<file path="src/rtl/input_fetch_ctrl.sv">
// Input activation buffer fetch controller: issues sequential buffer reads and streams the words out with a 2-entry skid FIFO.
// Optional macro INPUT_FETCH_STRIDE_EN adds a 'stride' port that sets the pointer increment per read.
module input_fetch_ctrl #(
   parameter int DATA_WIDTH = 8,
   parameter int ADDR_WIDTH = 8,
   parameter int LEN_WIDTH  = ADDR_WIDTH + 1
) (
   input  logic                  clk,
   input  logic                  rst_n,
   input  logic                  start,
   input  logic [ADDR_WIDTH-1:0] base_addr,
`ifdef INPUT_FETCH_STRIDE_EN
   input  logic [ADDR_WIDTH-1:0] stride,
`endif
   input  logic [LEN_WIDTH-1:0]  length,
   output logic                  busy,
   output logic                  done,
   output logic                  rd_en,
   output logic [ADDR_WIDTH-1:0] rd_addr,
   input  logic [DATA_WIDTH-1:0] rd_data,
   output logic                  out_valid,
   input  logic                  out_ready,
   output logic [DATA_WIDTH-1:0] out_data,
   output logic                  out_last
);

   typedef enum logic [1:0] {IDLE, FETCH, DRAIN} state_t;

   state_t                state, state_next;
   logic                  done_next;
   logic [ADDR_WIDTH-1:0] ptr, last_addr, step;
   logic [LEN_WIDTH-1:0]  issue_cnt, beat_cnt;
   logic                  inflight, inflight_last;
   logic [DATA_WIDTH-1:0] fifo_data [2];
   logic                  fifo_last [2];
   logic                  wr_idx, rd_idx;
   logic [1:0]            count;
   logic                  pop, pop_fifo, push, start_ok;
   logic [2:0]            occ;

`ifdef INPUT_FETCH_STRIDE_EN
   logic [ADDR_WIDTH-1:0] stride_q;
   assign step = stride_q;
`else
   assign step = ADDR_WIDTH'(1);
`endif

   // The word returning from the buffer this cycle counts as occupancy so it can bypass an empty FIFO.
   assign out_valid = (count != 2'd0) || inflight;
   assign pop       = out_valid && out_ready;
   assign pop_fifo  = pop && (count != 2'd0);
   assign push      = inflight && !(pop && (count == 2'd0));
   assign occ       = {1'b0, count} + {2'b0, inflight} - {2'b0, pop};
   assign rd_en     = (state == FETCH) && (issue_cnt != '0) && (occ < 3'd2);
   assign rd_addr   = rd_en ? ptr : last_addr;
   assign busy      = (state != IDLE);
   assign start_ok  = (state == IDLE) && start && (length != '0);

   always_comb begin
      out_data = '0;
      out_last = 1'b0;
      if (count != 2'd0) begin
         out_data = fifo_data[rd_idx];
         out_last = fifo_last[rd_idx];
      end else if (inflight) begin
         out_data = rd_data;
         out_last = inflight_last;
      end
   end

   always_ff @(posedge clk or negedge rst_n) begin
      if (!rst_n) begin
         state <= IDLE;
         done  <= 1'b0;
      end else begin
         state <= state_next;
         done  <= done_next;
      end
   end

   always_comb begin
      state_next = state;
      done_next  = 1'b0;
      case (state)
         IDLE: begin
            if (start) begin
               if (length != '0) state_next = FETCH;
               else              done_next  = 1'b1;
            end
         end
         FETCH: begin
            if (rd_en && (issue_cnt == LEN_WIDTH'(1))) state_next = DRAIN;
         end
         DRAIN: begin
            if (pop && (beat_cnt == LEN_WIDTH'(1))) begin
               state_next = IDLE;
               done_next  = 1'b1;
            end
         end
         default: state_next = IDLE;
      endcase
   end

   // Transfer counters, address pointer and skid FIFO storage.
   always_ff @(posedge clk or negedge rst_n) begin
      if (!rst_n) begin
         ptr           <= '0;
         last_addr     <= '0;
         issue_cnt     <= '0;
         beat_cnt      <= '0;
         inflight      <= 1'b0;
         inflight_last <= 1'b0;
         wr_idx        <= 1'b0;
         rd_idx        <= 1'b0;
         count         <= 2'd0;
`ifdef INPUT_FETCH_STRIDE_EN
         stride_q      <= '0;
`endif
         for (int i = 0; i < 2; i++) begin
            fifo_data[i] <= '0;
            fifo_last[i] <= 1'b0;
         end
      end else begin
         if (start_ok) begin
            ptr       <= base_addr;
            issue_cnt <= length;
            beat_cnt  <= length;
`ifdef INPUT_FETCH_STRIDE_EN
            stride_q  <= stride;
`endif
         end else begin
            if (rd_en) begin
               ptr       <= ptr + step;
               last_addr <= ptr;
               issue_cnt <= issue_cnt - LEN_WIDTH'(1);
            end
            if (pop) beat_cnt <= beat_cnt - LEN_WIDTH'(1);
         end
         inflight      <= rd_en;
         inflight_last <= rd_en && (issue_cnt == LEN_WIDTH'(1));
         if (push) begin
            fifo_data[wr_idx] <= rd_data;
            fifo_last[wr_idx] <= inflight_last;
            wr_idx            <= ~wr_idx;
         end
         if (pop_fifo) rd_idx <= ~rd_idx;
         count <= count + {1'b0, push} - {1'b0, pop_fifo};
      end
   end

endmodule

</file>
<file path="config.mk">
export PLATFORM = sky130hd
export DESIGN_NAME = input_fetch_ctrl
export DESIGN_NICKNAME = d
export VERILOG_FILES = /design/src/rtl/input_fetch_ctrl.sv
export SDC_FILE = /design/constraint.sdc
export NUM_CORES = 1
export LEC_CHECK = 0
export BUFFER_PORTS_ARGS = -buffer_cell sky130_fd_sc_hd__buf_2
export CORE_MARGIN = 5
export CORE_UTILIZATION = 40
export CTS_CLUSTER_SIZE = 8
export DETAILED_ROUTE_END_ITERATION = 16
export PLACE_DENSITY = 0.7
export SYNTH_ARGS = -nofsm -noshare
export SYNTH_HDL_FRONTEND = slang
export SYNTH_SLANG_ARGS = --single-unit
</file>
<file path="constraint.sdc">
create_clock -name clk -period 8.43 [get_ports clk]
set_input_delay 1.686 -clock clk [delete_from_list [all_inputs] [get_ports clk]]
set_output_delay 1.686 -clock clk [all_outputs]
set_load 0.01 [all_outputs]
</file>
Word-level counts from Yosys, hierarchy flattened
Index checks and enable logic that the tools add are counted.
{ "totals": {"output_inout_bits": 21, "in_bits": 29, "regBits": 61} }
{ "op_classes": {"addsub": 7, "mux": 32, "reduce_logical": 22, "n_lt_le_gt_ge": 4, "eq_ne": 8, "bitwise_logic": 4} }
{ "op_table": {"columns": ["operator", "count"], "rows": [
  ["8-bit two-way mux", 9],
  ["9-bit two-way mux", 4],
  ["9-bit by 1-bit equality test with 1-bit output (second input constant)", 2],
  ["9-bit nonzero test", 2],
  ["9-bit by 1-bit subtractor with 9-bit output (second input constant)", 2],
  ["16-bit bitwise mux", 1],
  ["1-bit logical AND", 11],
  ["1-bit two-way mux", 9],
  ["8-bit by 1-bit adder with 8-bit output (second input constant)", 1],
  ["8-bit demux with 1-bit select", 1],
  ["2-bit two-way mux", 4],
  ["2-bit nonzero test", 4],
  ["2-bit one-hot mux with 3 select lines", 1],
  ["2-bit greater-or-equal comparator (second input constant)", 2],
  ["2-bit zero test", 2],
  ["2-bit by 1-bit inequality test with 1-bit output (second input constant)", 2],
  ["2-bit inequality test (second input constant)", 2],
  ["1-bit NOT with 2-bit output", 2],
  ["4-bit AND reduction", 1],
  ["2-bit by 1-bit adder with 3-bit output", 1],
  ["3-bit by 2-bit less-than comparator with 1-bit output (second input constant)", 1],
  ["3-bit by 1-bit subtractor with 3-bit output", 1],
  ["2-bit by 1-bit adder with 2-bit output", 1],
  ["2-bit bitwise mux", 1],
  ["9 further kinds", 10]
]} }

Depth between registers and ports, before layout
Gate-level depths: netlist of the first run.
{ "depth": {"depth_word": 9, "depth_mapped": 10, "depth_no_buf": 9} }

Worst setup path after synthesis of the first run
No wires, ideal clock.
{ "synth_timing": {"kind": "input-to-output", "startpoint": "input out_ready", "endpoint": "output rd_addr[7]", "path_stages": 9, "n_path_buf": 1, "arrival_time_ns": 3.531, "path_slack_ns": 3.213, "required_time_ns": 6.744, "cell_sequence": "o31ai_2 nor2_1 fa_1 xor2_1 nor3b_4 nand2_2 buf_6 inv_4 mux2_1"} }
{ "synth_between": {"elab_chain_len": 5} }
{ "synth_rtl": {"columns": ["element", "line", "rtl"], "rows": [
  ["start, declared", "22", "input logic out_ready,"],
  ["1-bit logical AND", "50", "assign pop = out_valid && out_ready;"],
  ["3-bit by 1-bit subtractor with 3-bit output", "53", "assign occ = {1'b0, count} + {2'b0, inflight} - {2'b0, pop};"],
  ["3-bit by 2-bit less-than comparator with 1-bit output", "54", "assign rd_en = (state == FETCH) && (issue_cnt != '0) && (occ < 3'd2);"],
  ["1-bit logical AND", "54", null],
  ["named net rd_en", "18", "output logic rd_en,"],
  ["8-bit two-way mux", null, null],
  ["end, declared", "19", "output logic [ADDR_WIDTH-1:0] rd_addr,"]
]} }
The timed path passes the listed nets, and every way through them passes these cells.

Worst setup path after layout of the first run
{ "layout_timing": {"startpoint": "input out_ready", "endpoint": "output rd_addr[7]"} }
{ "layout_between": {"elab_chain_len": 5} }
{ "layout_rtl": {"columns": ["element", "line"], "rows": [
  ["1-bit logical AND", "50"],
  ["3-bit by 1-bit subtractor with 3-bit output", "53"],
  ["3-bit by 2-bit less-than comparator with 1-bit output", "54"],
  ["1-bit logical AND", "54"],
  ["8-bit two-way mux", null]
]} }
Every way passes these cells.

==> results of run 1 <==
worst max-delay path: stages:
cell and delay (ps):
buf_2 130, o31ai_2 160, nor2_1 130, fa_1 420, xor2_1 180, nor3b_4 360
nand2_2 450, inv_4 220, mux2_1 320, buf_2 140
cell usage in the layout (no fill, tap or decap), types with 11 or more instances in the layout:
cell	count
nand3_1	19
nor2_1	13
o21ai_0	18
nand2_1	25
mux2_1	16
dfrtp_1	61
a21oi_1	11
xnor2_1	11
mux2_2	18
buf_2	49
metrics by stage:
| stage | utilization | hold slack, ps | setup slack (ps) |
|---|---|---|---|
| floorplan | - | 450 | 3210 |
| global placement | 0.459 | 462 | 2580 |
| detailed placement | 0.459 | 472 | 2500 |
| CTS | 0.487 | 489 | 2490 |
| global route | 0.487 | 515 | 2300 |
| finish | 0.487 | 486 | 2530 |
kinds of logic (layout without fill, tap and decap cells):
group           count (synthesis)  in the layout
fa+ha+maj                       9              9
mux                            43             43
buf+inv                        16             74
xor+xnor                       16             16
flops                          61             61
simple gates                   98             98
compound gates                 54             54
report_power, final:
group          total, uW  switching, uW  internal (uW)  leakage [uW]
Sequential           561            135            427      0.000754
Clock                283            117            165      0.000113
Combinational        740            389            351      0.000818
how the worst min path moves through the flow:
stage,endpoint,slack [ps],depth (start not counted)
final,last_addr[7],490,1
after global routing,last_addr[7],520,1
after CTS,last_addr[7],490,1
after detailed placement,last_addr[7],470,1
after global placement,last_addr[7],460,1
after floorplan,last_addr[7],450,1
cells in the mapped netlist, types with 2 or more instances:
library cell and number:
a221o_1 7, a21oi_1 11, nand3_1 19, or3_1 2, nand2b_1 8, mux2i_1 9, or2_2 5, o311ai_1 2
clkbuf_1 5, nand2_1 25, nand4_1 4, or3_4 2, nor4_1 2, mux2_1 16, nor3_2 2, xor2_1 5
xnor2_1 11, ha_1 8, nor2_1 13, nor3_1 4, buf_2 2, dfrtp_1 61, o21ai_0 18, inv_1 6
o211ai_1 5, mux2_2 18, o21ai_1 4
metal layers:
metal / global-route usage / vias up / wire (um)
li1: - / 1178 / -
met1: 0.200 / 1152 / 3190
met2: 0.225 / 53 / 3180
met3: 0.0382 / 15 / 323
met4: 0.0756 / 0 / 163
met5: 0 / - / 0
sequential cells by signal (all words and copies together) (netlist names), 2 cells and up:
name / cells
ptr: 8
fifo_data: 16
beat_cnt: 9
issue_cnt: 9
fifo_last: 2
state: 2
last_addr: 8
count: 2
area by class of cell:
type                       count  share of cell area
multi-input combinational    220               0.432
tap                          102              0.0336
inverter                       7             0.00758
timing repair buffer          51              0.0685
clock inverter                 7              0.0234
clock buffer                   9              0.0326
sequential                    61               0.402
==> report_table.html, run 1 <==
<table>
<tr><th>Metric</th><th>Value</th></tr>
<tr><th colspan="2">Run status</th></tr>
<tr><td>Outcome</td><td>complete, no violations</td></tr>
<tr><th colspan="2">STA</th></tr>
<tr><td>Final cycle utilization of the critical path</td><td>0.700</td></tr>
<tr><td>Post-layout minimum cycle time</td><td>5900 ps</td></tr>
<tr><td>Final Setup Violations</td><td>0</td></tr>
<tr><td>Worst slew margin relative to its limit</td><td>0.228</td></tr>
<tr><td>Final clock skew</td><td>7.56 ps</td></tr>
<tr><td>Max-slew violation total from the final report</td><td>0</td></tr>
<tr><td>Hold Violations, Final</td><td>0</td></tr>
<tr><td>Highest attainable clock frequency</td><td>169 MHz</td></tr>
<tr><td>Transition time at the pin with the least slew margin</td><td>1150 ps</td></tr>
<tr><td>Unrepaired setup endpoints after global routing</td><td>false</td></tr>
<tr><td>Total Neg Setup Slack</td><td>0 ps</td></tr>
<tr><th colspan="2">Detailed routing</th></tr>
<tr><td>Detailed Route WL</td><td>6.86 mm</td></tr>
<tr><td>Mean number of vias per cell</td><td>5.25</td></tr>
<tr><td>Final ANT Viol Nets</td><td>0</td></tr>
<tr><td>Count of TritonRoute iterations in the first routing pass</td><td>4</td></tr>
<tr><td>Final routed wire length divided by cell count</td><td>15.0 um</td></tr>
<tr><td>Drt initial violations</td><td>134</td></tr>
<tr><td>Vias post-DR</td><td>2,398</td></tr>
<tr><td>Drt drc</td><td>0</td></tr>
<tr><th colspan="2">Clock network</th></tr>
<tr><td>CTS root buf</td><td>clkbuf_8</td></tr>
<tr><td>Post-CTS Repair Setup Buffers</td><td>0</td></tr>
<tr><td>Maximum level of the CTS H-tree</td><td>3</td></tr>
<tr><td>Count of hold-fix buffers inserted at cts</td><td>0</td></tr>
<tr><td>Clock tree buffer depth</td><td>2</td></tr>
<tr><td>Clock Latency Late Sink</td><td>340 ps</td></tr>
<tr><td>TritonCTS clock tree</td><td>built</td></tr>
<tr><td>CTS sink cnt</td><td>61</td></tr>
<tr><td>Post-cts repair resize count</td><td>0</td></tr>
<tr><td>Clk slew on worst S/H paths</td><td>70 ps</td></tr>
<tr><td>Number of clock buffers inserted by TritonCTS</td><td>9</td></tr>
<tr><th colspan="2">Critical path</th></tr>
<tr><td>Crit path max fanout</td><td>30</td></tr>
<tr><td>Launch point of the worst path</td><td>out_ready</td></tr>
<tr><td>Register-to-Register Path Depth</td><td>8</td></tr>
<tr><td>Type of the worst setup path</td><td>input port to output port</td></tr>
<tr><td>Reg-to-reg endpoint</td><td>last_addr[7]</td></tr>
<tr><td>Element type at the critical path end</td><td>output port</td></tr>
<tr><td>Worst endpoint data arrival time</td><td>4220 ps</td></tr>
<tr><td>Kind of launch point of the worst setup path</td><td>input port</td></tr>
<tr><td>Crit path to</td><td>rd_addr[7]</td></tr>
<tr><td>Beginning of the worst register-to-register path</td><td>inflight</td></tr>
<tr><td>Worst reg2reg setup slack</td><td>5050 ps</td></tr>
<tr><td>WP data required</td><td>6740 ps</td></tr>
<tr><th colspan="2">Run</th></tr>
<tr><td>Reported max-cap violation count</td><td>0</td></tr>
<tr><th colspan="2">Floorplan</th></tr>
<tr><td># IOs</td><td>50</td></tr>
<tr><td>Vert. Die Dim</td><td>100 um</td></tr>
<tr><td>Initial Utilization</td><td>0.416</td></tr>
<tr><td>Die ar.</td><td>10,000 um2</td></tr>
<tr><td>Width of the die</td><td>100 um</td></tr>
<tr><td>Area of the core</td><td>7810 um2</td></tr>
<tr><td>Num rows</td><td>32</td></tr>
<tr><th colspan="2">Power and ir drop</th></tr>
<tr><td>Maximum VDD drop</td><td>170 uV</td></tr>
<tr><td>Cell Pwr Density</td><td>417 nW/um2</td></tr>
<tr><td>Total chip power</td><td>1580 uW</td></tr>
<tr><td>Reported leakage power</td><td>0.00169 uW</td></tr>
<tr><th colspan="2">Cells and area</th></tr>
<tr><td>Final #Nets</td><td>388</td></tr>
<tr><td>Growth of design area from synthesis to finish</td><td>17.0%</td></tr>
<tr><td>Post-route non-filler standard cell count</td><td>457</td></tr>
<tr><td>Layout fillers</td><td>725</td></tr>
<tr><td>Number of diodes added for antenna fixing</td><td>0</td></tr>
<tr><td>Final non-filler cell area</td><td>3800 um2</td></tr>
<tr><td>Combined area of the multi-input logic cells</td><td>1640 um2</td></tr>
<tr><td>Storage element area</td><td>1530 um2</td></tr>
<tr><td>Fraction of layout cells with a size suffix above 1</td><td>0.293</td></tr>
<tr><th colspan="2">Global routing</th></tr>
<tr><td>Global-route congestion overflow total</td><td>0</td></tr>
<tr><td>Number of global-route vias before repair</td><td>2,465</td></tr>
<tr><td>Global router's overall resource usage</td><td>0.150</td></tr>
<tr><td>Pin count of the biggest net entering global routing</td><td>62</td></tr>
<tr><td>Global-route wire length before repair</td><td>11.9 mm</td></tr>
<tr><td>Number of antenna violations at the first check in global routing</td><td>0</td></tr>
<tr><th colspan="2">Worst hold path</th></tr>
<tr><td>Worst min-delay path startpoint</td><td>last_addr[7]</td></tr>
<tr><td>Min-Delay Path Class</td><td>flip-flop to flip-flop</td></tr>
<tr><th colspan="2">Yosys</th></tr>
<tr><td>Prevailing post-synth register cell</td><td>dfrtp_1</td></tr>
<tr><td>Largest cells by area after synthesis</td><td>dfrtp_1 (47%), mux2_2 (6.2%), mux2_1 (5.6%), ha_1 (3.1%), xnor2_1 (3.0%)</td></tr>
<tr><td>Number of synthesized flops with an enable pin</td><td>0</td></tr>
<tr><td>Post-synthesis sequential element count</td><td>61</td></tr>
<tr><td>Adder and majority cell fraction of the synthesized area</td><td>0.0370</td></tr>
<tr><td>Mean instance size in the synthesized netlist</td><td>10.9 um2</td></tr>
<tr><td>Synthesized net count</td><td>335</td></tr>
<tr><td>Combinational family with the most area after synthesis</td><td>simple AND/OR/NAND/NOR gates</td></tr>
<tr><td>Cell type with the highest aggregate area in the netlist</td><td>dfrtp_1</td></tr>
<tr><td>Gate count of the mapped netlist</td><td>297</td></tr>
<tr><td>Ys async rst share</td><td>1.00</td></tr>
<tr><td>Total of warnings raised by yosys</td><td>0</td></tr>
<tr><td>Post-synthesis mux area share</td><td>0.146</td></tr>
<tr><td>Synth Area in Simple Gates</td><td>0.172</td></tr>
<tr><td>Synth Area in XOR/XNOR</td><td>0.0432</td></tr>
<tr><td>Summed instance area of the synthesized netlist</td><td>3250 um2</td></tr>
<tr><td>Area fraction of the dominant cell type after synthesis</td><td>0.470</td></tr>
<tr><td>Portion of the post-synthesis area used by sequential elements</td><td>0.470</td></tr>
<tr><td>Number of library cell types mapped by synthesis</td><td>50</td></tr>
<tr><td>Fraction of the mapped netlist area in compound gates</td><td>0.108</td></tr>
<tr><th colspan="2">Placement</th></tr>
<tr><td>Number of placed instances, taps included</td><td>441</td></tr>
<tr><td>Routability congestion estimate</td><td>0.815</td></tr>
<tr><td>Detailed placer's ending HPWL</td><td>4.78 mm</td></tr>
<tr><td>Input/output buffers</td><td>49</td></tr>
<tr><td>Area after DPL</td><td>3590 um2</td></tr>
</table>
Power figures use the tool's default switching activity.
==> inputs of run 2 (changes only) <==
==> constraint.sdc (replaced) <==
create_clock -name clk -period 6.1 [get_ports clk]
set_input_delay 1.22 -clock clk [delete_from_list [all_inputs] [get_ports clk]]
set_output_delay 1.22 -clock clk [all_outputs]
set_load 0.01 [all_outputs]
==> report_table.html, run 2 (synthesis results as in run 1) <==
<table>
<tr><th>Metric</th><th>Value</th></tr>
<tr><th colspan="2">Critical path</th></tr>
<tr><td>WP data required</td><td>4880 ps</td></tr>
<tr><td>Launch point of the worst path</td><td>out_ready</td></tr>
<tr><td>Reg-to-reg endpoint</td><td>last_addr[7]</td></tr>
<tr><td>Kind of launch point of the worst setup path</td><td>input port</td></tr>
<tr><td>Crit path to</td><td>rd_addr[7]</td></tr>
<tr><td>Register-to-Register Path Depth</td><td>8</td></tr>
<tr><td>Type of the worst setup path</td><td>input port to output port</td></tr>
<tr><td>Element type at the critical path end</td><td>output port</td></tr>
<tr><td>Worst reg2reg setup slack</td><td>2700 ps</td></tr>
<tr><td>Beginning of the worst register-to-register path</td><td>inflight</td></tr>
<tr><td>Crit path max fanout</td><td>30</td></tr>
<tr><td>Worst endpoint data arrival time</td><td>3780 ps</td></tr>
<tr><th colspan="2">Global routing</th></tr>
<tr><td>Global router's overall resource usage</td><td>0.144</td></tr>
<tr><td>Number of global-route vias before repair</td><td>2,431</td></tr>
<tr><td>Global-route wire length before repair</td><td>11.5 mm</td></tr>
<tr><td>Number of antenna violations at the first check in global routing</td><td>0</td></tr>
<tr><td>Pin count of the biggest net entering global routing</td><td>62</td></tr>
<tr><td>Global-route congestion overflow total</td><td>0</td></tr>
<tr><th colspan="2">Detailed routing</th></tr>
<tr><td>Final ANT Viol Nets</td><td>0</td></tr>
<tr><td>Mean number of vias per cell</td><td>5.26</td></tr>
<tr><td>Count of TritonRoute iterations in the first routing pass</td><td>4</td></tr>
<tr><td>Met2 layer wire length in the routed design</td><td>3.27 mm</td></tr>
<tr><td>Vias post-DR</td><td>2,404</td></tr>
<tr><td>M1 wire length</td><td>3.11 mm</td></tr>
<tr><td>Drt initial violations</td><td>85</td></tr>
<tr><td>Detailed Route WL</td><td>6.84 mm</td></tr>
<tr><td>Drt drc</td><td>0</td></tr>
<tr><td>Top layer in use</td><td>met4</td></tr>
<tr><td>Met3 wire len</td><td>347 um</td></tr>
<tr><td>Final routed wire length divided by cell count</td><td>15.0 um</td></tr>
<tr><th colspan="2">Cells and area</th></tr>
<tr><td>Growth of design area from synthesis to finish</td><td>17.9%</td></tr>
<tr><td>Commonest non-fill, non-tap cell in the layout</td><td>dfrtp_1</td></tr>
<tr><td>Fraction of layout cells with a size suffix above 1</td><td>0.287</td></tr>
<tr><td>Final non-filler cell area</td><td>3830 um2</td></tr>
<tr><td>Number of diodes added for antenna fixing</td><td>0</td></tr>
<tr><td>Layout fillers</td><td>725</td></tr>
<tr><td>Commonest cells after routing, fill and taps aside</td><td>dfrtp_1 (61), buf_2 (49), nand2_1 (25), nand3_1 (19)</td></tr>
<tr><td>Final #Nets</td><td>388</td></tr>
<tr><td>Biggest regs</td><td>fifo_data: 16 flops, beat_cnt: 9 flops, issue_cnt: 9 flops</td></tr>
<tr><td>Finished Core Util</td><td>0.490</td></tr>
<tr><td>Max reg flops</td><td>16</td></tr>
<tr><td>Top register by number of flip-flops</td><td>fifo_data</td></tr>
<tr><th colspan="2">STA</th></tr>
<tr><td>Total Neg Setup Slack</td><td>0 ps</td></tr>
<tr><td>Hold Violations, Final</td><td>0</td></tr>
<tr><td>Highest attainable clock frequency</td><td>200 MHz</td></tr>
<tr><td>Final clock skew</td><td>10.3 ps</td></tr>
<tr><td>Post-layout minimum cycle time</td><td>5000 ps</td></tr>
<tr><td>Max-slew violation total from the final report</td><td>0</td></tr>
<tr><td>Transition time at the pin with the least slew margin</td><td>1090 ps</td></tr>
<tr><td>Final Setup Violations</td><td>0</td></tr>
<tr><td>Worst slew margin relative to its limit</td><td>0.270</td></tr>
<tr><td>Unrepaired setup endpoints after global routing</td><td>false</td></tr>
<tr><td>Final cycle utilization of the critical path</td><td>0.820</td></tr>
<tr><th colspan="2">Clock network</th></tr>
<tr><td>Post-cts repair resize count</td><td>0</td></tr>
<tr><td>TritonCTS clock tree</td><td>built</td></tr>
<tr><td>Maximum level of the CTS H-tree</td><td>3</td></tr>
<tr><td>Count of hold-fix buffers inserted at cts</td><td>0</td></tr>
<tr><td>CTS root buf</td><td>clkbuf_8</td></tr>
<tr><td>Number of clock buffers inserted by TritonCTS</td><td>9</td></tr>
<tr><td>Clock tree buffer depth</td><td>2</td></tr>
<tr><td>Clk slew on worst S/H paths</td><td>70 ps</td></tr>
<tr><td>Clock Latency Late Sink</td><td>340 ps</td></tr>
<tr><td>CTS sink cnt</td><td>61</td></tr>
<tr><td>Post-CTS Repair Setup Buffers</td><td>0</td></tr>
<tr><th colspan="2">Floorplan</th></tr>
<tr><td>Initial Utilization</td><td>0.416</td></tr>
<tr><td>Vert. Die Dim</td><td>100 um</td></tr>
<tr><td>Width of the die</td><td>100 um</td></tr>
<tr><td>Area of the core</td><td>7810 um2</td></tr>
<tr><td>Die ar.</td><td>10,000 um2</td></tr>
<tr><td># IOs</td><td>50</td></tr>
<tr><td>Num rows</td><td>32</td></tr>
<tr><th colspan="2">Placement</th></tr>
<tr><td>Routability congestion estimate</td><td>0.817</td></tr>
<tr><td>Area after DPL</td><td>3590 um2</td></tr>
<tr><td>Detailed placer's ending HPWL</td><td>4.78 mm</td></tr>
<tr><td>Input/output buffers</td><td>49</td></tr>
<tr><th colspan="2">Power and ir drop</th></tr>
<tr><td>Maximum VDD drop</td><td>282 uV</td></tr>
<tr><td>Total chip power</td><td>2240 uW</td></tr>
<tr><td>Cell Pwr Density</td><td>586 nW/um2</td></tr>
<tr><td>Reported leakage power</td><td>0.00169 uW</td></tr>
<tr><th colspan="2">Run</th></tr>
<tr><td>Reported max-cap violation count</td><td>0</td></tr>
<tr><th colspan="2">Worst hold path</th></tr>
<tr><td>Min-Delay Path Class</td><td>flip-flop to flip-flop</td></tr>
<tr><th colspan="2">Run status</th></tr>
<tr><td>Outcome</td><td>complete, no violations</td></tr>
</table>
run 2: worst min path at each step:
stage / startpoint / to / slack, ps / cells after the start
6_report: last_addr[7] / last_addr[7] / 490 / 1
5_1_grt: last_addr[3] / last_addr[3] / 500 / 1
4_1_cts: last_addr[7] / last_addr[7] / 490 / 1
3_5_place_dp: last_addr[7] / last_addr[7] / 470 / 1
3_3_place_gp: last_addr[7] / last_addr[7] / 460 / 1
2_1_floorplan: last_addr[7] / last_addr[7] / 450 / 1
run 2: worst max-delay path, stage by stage:
cell     delay [ps]
buf_2           130
o31ai_2         160
nor2_1          130
fa_1            420
xor2_1          180
nor3b_4         380
nand2_2         460
inv_4           230
mux2_1          330
buf_2           140
run 2: through the flow:
stage / setup slack (ps) / instances / hold WS [ps]
after global placement: 1160 / 441 / 462
after global routing: 808 / 457 / 503
after detailed placement: 1090 / 441 / 474
final: 1100 / 457 / 488
after floorplan: 1810 / 297 / 450
after CTS: 1080 / 457 / 490
run 2: layer usage:
layer  track usage  vias to the layer above
met2         0.238                       63
met3        0.0341                       12
met1         0.179                     1147
met4        0.0694                        0
li1              -                     1182
met5             0                        -
run 2: power breakdown:
part           switching (uW)  internal [uW]
combinational             544            485
sequential                183            590
clock                     157            282
total                     884           1360
run 2: layout make-up:
type,count,area (um2),share of cell area
Timing Repair Buffer,51,260,0.0680
Tap cell,102,128,0.0334
Multi-Input combinational cell,220,1640,0.429
Clock inverter,4,95.1,0.0249
Inverter,7,28.8,0.00752
Clock buffer,12,145,0.0379
Sequential cell,61,1530,0.399
==> inputs of run 3 (changes only) <==
--- a/config.mk
+++ b/config.mk
@@ -5,12 +5,13 @@
 export SDC_FILE = /design/constraint.sdc
 export NUM_CORES = 1
 export LEC_CHECK = 0
+export ABC_AREA = 1
 export BUFFER_PORTS_ARGS = -buffer_cell sky130_fd_sc_hd__buf_2
 export CORE_MARGIN = 5
 export CORE_UTILIZATION = 40
 export CTS_CLUSTER_SIZE = 8
 export DETAILED_ROUTE_END_ITERATION = 16
-export PLACE_DENSITY = 0.7
+export PLACE_DENSITY = 0.69
 export SYNTH_ARGS = -nofsm -noshare
 export SYNTH_HDL_FRONTEND = slang
 export SYNTH_SLANG_ARGS = --single-unit
==> constraint.sdc (replaced) <==
create_clock -name clk -period 4.88 [get_ports clk]
set_input_delay 0.976 -clock clk [delete_from_list [all_inputs] [get_ports clk]]
set_output_delay 0.976 -clock clk [all_outputs]
set_load 0.01 [all_outputs]
==> report_table.html, run 3 <==
<table>
<tr><th>Metric</th><th>Value</th></tr>
<tr><th colspan="2">Detailed routing</th></tr>
<tr><td>Top layer in use</td><td>met4</td></tr>
<tr><td>Mean number of vias per cell</td><td>5.13</td></tr>
<tr><td>Met3 wire len</td><td>388 um</td></tr>
<tr><td>Final ANT Viol Nets</td><td>0</td></tr>
<tr><td>Met2 layer wire length in the routed design</td><td>3.96 mm</td></tr>
<tr><td>Drt drc</td><td>0</td></tr>
<tr><td>Detailed Route WL</td><td>8.11 mm</td></tr>
<tr><td>Vias post-DR</td><td>3,121</td></tr>
<tr><td>Count of TritonRoute iterations in the first routing pass</td><td>4</td></tr>
<tr><td>Final routed wire length divided by cell count</td><td>13.3 um</td></tr>
<tr><td>M1 wire length</td><td>3.70 mm</td></tr>
<tr><td>Drt initial violations</td><td>134</td></tr>
<tr><th colspan="2">Clock network</th></tr>
<tr><td>CTS sink cnt</td><td>61</td></tr>
<tr><td>Post-cts repair resize count</td><td>0</td></tr>
<tr><td>Number of clock buffers inserted by TritonCTS</td><td>9</td></tr>
<tr><td>Post-CTS Repair Setup Buffers</td><td>0</td></tr>
<tr><td>TritonCTS clock tree</td><td>built</td></tr>
<tr><td>CTS root buf</td><td>clkbuf_8</td></tr>
<tr><td>Clk slew on worst S/H paths</td><td>70 ps</td></tr>
<tr><td>Maximum level of the CTS H-tree</td><td>3</td></tr>
<tr><td>Clock tree buffer depth</td><td>2</td></tr>
<tr><td>Clock Latency Late Sink</td><td>340 ps</td></tr>
<tr><td>Count of hold-fix buffers inserted at cts</td><td>0</td></tr>
<tr><th colspan="2">Floorplan</th></tr>
<tr><td>Width of the die</td><td>104 um</td></tr>
<tr><td>Initial Utilization</td><td>0.408</td></tr>
<tr><td>Area of the core</td><td>8680 um2</td></tr>
<tr><td>Vert. Die Dim</td><td>104 um</td></tr>
<tr><td># IOs</td><td>50</td></tr>
<tr><td>Die ar.</td><td>10,800 um2</td></tr>
<tr><td>Num rows</td><td>34</td></tr>
<tr><th colspan="2">Cells and area</th></tr>
<tr><td>Post-route non-filler standard cell count</td><td>608</td></tr>
<tr><td>Growth of design area from synthesis to finish</td><td>14.0%</td></tr>
<tr><td>Layout fillers</td><td>880</td></tr>
<tr><td>Max reg flops</td><td>16</td></tr>
<tr><td>Fraction of layout cells with a size suffix above 1</td><td>0.192</td></tr>
<tr><td>Final non-filler cell area</td><td>4030 um2</td></tr>
<tr><td>Biggest regs</td><td>fifo_data: 16 flops, beat_cnt: 9 flops, issue_cnt: 9 flops</td></tr>
<tr><td>Number of diodes added for antenna fixing</td><td>0</td></tr>
<tr><td>Storage element area</td><td>1530 um2</td></tr>
<tr><td>Final #Nets</td><td>533</td></tr>
<tr><td>Commonest cells after routing, fill and taps aside</td><td>nand2_1 (125), nand3_1 (84), dfrtp_1 (61), buf_2 (49), nor2_1 (44)</td></tr>
<tr><td>Combined area of the multi-input logic cells</td><td>1780 um2</td></tr>
<tr><td>Commonest non-fill, non-tap cell in the layout</td><td>nand2_1</td></tr>
<tr><td>Top register by number of flip-flops</td><td>fifo_data</td></tr>
<tr><th colspan="2">Power and ir drop</th></tr>
<tr><td>Comb power frac</td><td>0.525</td></tr>
<tr><td>Switch Pwr</td><td>1360 uW</td></tr>
<tr><td>Cell Pwr Density</td><td>721 nW/um2</td></tr>
<tr><td>Reported leakage power</td><td>0.00207 uW</td></tr>
<tr><td>Internal cell power</td><td>1540 uW</td></tr>
<tr><td>Total chip power</td><td>2910 uW</td></tr>
<tr><td>Part of the total power dissipated in the clock network</td><td>0.156</td></tr>
<tr><td>Maximum VDD drop</td><td>334 uV</td></tr>
<tr><td>Fraction of power consumed by sequential logic</td><td>0.319</td></tr>
<tr><td>Switching Fraction</td><td>0.469</td></tr>
<tr><th colspan="2">STA</th></tr>
<tr><td>Final cycle utilization of the critical path</td><td>0.833</td></tr>
<tr><td>Final Setup Violations</td><td>0</td></tr>
<tr><td>Final clock skew</td><td>6.45 ps</td></tr>
<tr><td>Hold Violations, Final</td><td>0</td></tr>
<tr><td>Unrepaired setup endpoints after global routing</td><td>false</td></tr>
<tr><td>Transition time at the pin with the least slew margin</td><td>1040 ps</td></tr>
<tr><td>Total Neg Setup Slack</td><td>0 ps</td></tr>
<tr><td>Post-layout minimum cycle time</td><td>4070 ps</td></tr>
<tr><td>Highest attainable clock frequency</td><td>246 MHz</td></tr>
<tr><td>Worst setup margin</td><td>815 ps</td></tr>
<tr><td>Worst slew margin relative to its limit</td><td>0.307</td></tr>
<tr><td>Max-slew violation total from the final report</td><td>0</td></tr>
<tr><th colspan="2">Yosys</th></tr>
<tr><td>Cell type with the highest aggregate area in the netlist</td><td>dfrtp_1</td></tr>
<tr><td>Prevailing post-synth register cell</td><td>dfrtp_1</td></tr>
<tr><td>Portion of the post-synthesis area used by sequential elements</td><td>0.431</td></tr>
<tr><td>Largest cells by area after synthesis</td><td>dfrtp_1 (43%), nand2_1 (13%), nand3_1 (12%), nor2_1 (4.7%), nand3_2 (4.0%)</td></tr>
<tr><td>Gate count of the mapped netlist</td><td>447</td></tr>
<tr><td>Most frequent cells after synthesis</td><td>nand2_1 (125), nand3_1 (84), dfrtp_1 (61)</td></tr>
<tr><td>Number of synthesized flops with an enable pin</td><td>0</td></tr>
<tr><td>Synthesized net count</td><td>485</td></tr>
<tr><td>Area fraction of the dominant cell type after synthesis</td><td>0.431</td></tr>
<tr><td>Ys async rst share</td><td>1.00</td></tr>
<tr><td>Summed instance area of the synthesized netlist</td><td>3540 um2</td></tr>
<tr><td>Number of library cell types mapped by synthesis</td><td>32</td></tr>
<tr><td>Total of warnings raised by yosys</td><td>0</td></tr>
<tr><td>Post-synthesis sequential element count</td><td>61</td></tr>
<tr><td>Mean instance size in the synthesized netlist</td><td>7.92 um2</td></tr>
<tr><td>Cell with the most instances after synthesis</td><td>nand2_1</td></tr>
<tr><th colspan="2">Critical path</th></tr>
<tr><td>Element type at the critical path end</td><td>output port</td></tr>
<tr><td>Crit path max fanout</td><td>34</td></tr>
<tr><td>Worst reg2reg setup slack</td><td>2000 ps</td></tr>
<tr><td>Crit path to</td><td>rd_addr[6]</td></tr>
<tr><td>Beginning of the worst register-to-register path</td><td>count[1]</td></tr>
<tr><td>Register-to-Register Path Depth</td><td>14</td></tr>
<tr><td>Reg-to-reg endpoint</td><td>state[0]</td></tr>
<tr><td>Worst endpoint data arrival time</td><td>3090 ps</td></tr>
<tr><td>Launch point of the worst path</td><td>count[1]</td></tr>
<tr><td>WP data required</td><td>3900 ps</td></tr>
<tr><td>Type of the worst setup path</td><td>flip-flop to output port</td></tr>
<tr><td>Kind of launch point of the worst setup path</td><td>flip-flop</td></tr>
<tr><th colspan="2">Placement</th></tr>
<tr><td>Routability congestion estimate</td><td>0.866</td></tr>
<tr><td>Worst slack at placement</td><td>865 ps</td></tr>
<tr><td>Number of placed instances, taps included</td><td>592</td></tr>
<tr><td>Detailed placer's ending HPWL</td><td>5.71 mm</td></tr>
<tr><td>Area after DPL</td><td>3830 um2</td></tr>
<tr><td>Input/output buffers</td><td>49</td></tr>
<tr><th colspan="2">Run</th></tr>
<tr><td>Reported max-cap violation count</td><td>0</td></tr>
<tr><th colspan="2">Global routing</th></tr>
<tr><td>Global-route congestion overflow total</td><td>0</td></tr>
<tr><td>Global-route wire length before repair</td><td>14.1 mm</td></tr>
<tr><td>Number of global-route vias before repair</td><td>3,028</td></tr>
<tr><td>Pin count of the biggest net entering global routing</td><td>62</td></tr>
<tr><td>Number of antenna violations at the first check in global routing</td><td>0</td></tr>
<tr><td>Global router's overall resource usage</td><td>0.154</td></tr>
<tr><th colspan="2">Run status</th></tr>
<tr><td>Outcome</td><td>complete, no violations</td></tr>
<tr><th colspan="2">Worst hold path</th></tr>
<tr><td>Min-Delay Path Class</td><td>flip-flop to flip-flop</td></tr>
</table>
-- run 3: critical path, stage by stage, from the launching register on --
cell,delay [ps]
dfrtp_1,440
nor2_1,70
buf_4,200
nand2_1,90
nand2_1,70
nor2_1,160
o21ai_0,120
fa_1,510
nand2_1,80
nor2_4,180
nand2_4,240
inv_4,280
nand2_1,100
nand2_1,70
buf_2,120
-- run 3: per-layer routing --
| metal | vias to the layer above | GRT usage |
|---|---|---|
| li1 | 1563 | - |
| met1 | 1478 | 0.200 |
| met2 | 74 | 0.255 |
| met3 | 6 | 0.0453 |
| met4 | 0 | 0.0324 |
| met5 | - | 0 |
-- run 3: metrics by stage --
stage / hold WS (ps) / utilization
after global placement: 452 / 0.442
after floorplan: 437 / -
after detailed placement: 456 / 0.442
after global routing: 492 / 0.465
final: 467 / 0.465
after CTS: 473 / 0.465
-- run 3: power groups by stage --
stage	registers, uW	logic [uW]	clock network, uW
4_1_cts	928	1540	467
3_3_place_gp	930	1490	0
5_1_grt	963	1750	484
2_1_floorplan	875	1240	0
6_report	928	1520	454
3_5_place_dp	935	1540	0
-- run 3: worst min-delay path by stage --
| stage | start | end | depth (start not counted) |
|---|---|---|---|
| after detailed placement | last_addr[0] | last_addr[0] | 2 |
| after global placement | last_addr[0] | last_addr[0] | 2 |
| after global routing | fifo_data[9] | fifo_data[9] | 2 |
| after CTS | last_addr[0] | last_addr[0] | 2 |
| final | last_addr[0] | last_addr[0] | 2 |
| after floorplan | last_addr[0] | last_addr[0] | 2 |
-- run 3: layout make-up --
class,count,area share
repair buffers,52,0.0664
multi-input cells,340,0.442
flip-flops and latches,61,0.379
clock inverters,6,0.0155
inverters,31,0.0295
clock buffers,10,0.0341
well taps,108,0.0335
-- run 3: cells by family after synthesis --
group | after synthesis | share of synthesized area
and+or+nand+nor | 286 | 0.382
DFF | 61 | 0.431
buffers and inverters | 46 | 0.0644
AOI/OAI and AO/OA | 32 | 0.0559
xor gates and xnor gates | 13 | 0.0322
adders and majority gates | 9 | 0.0339
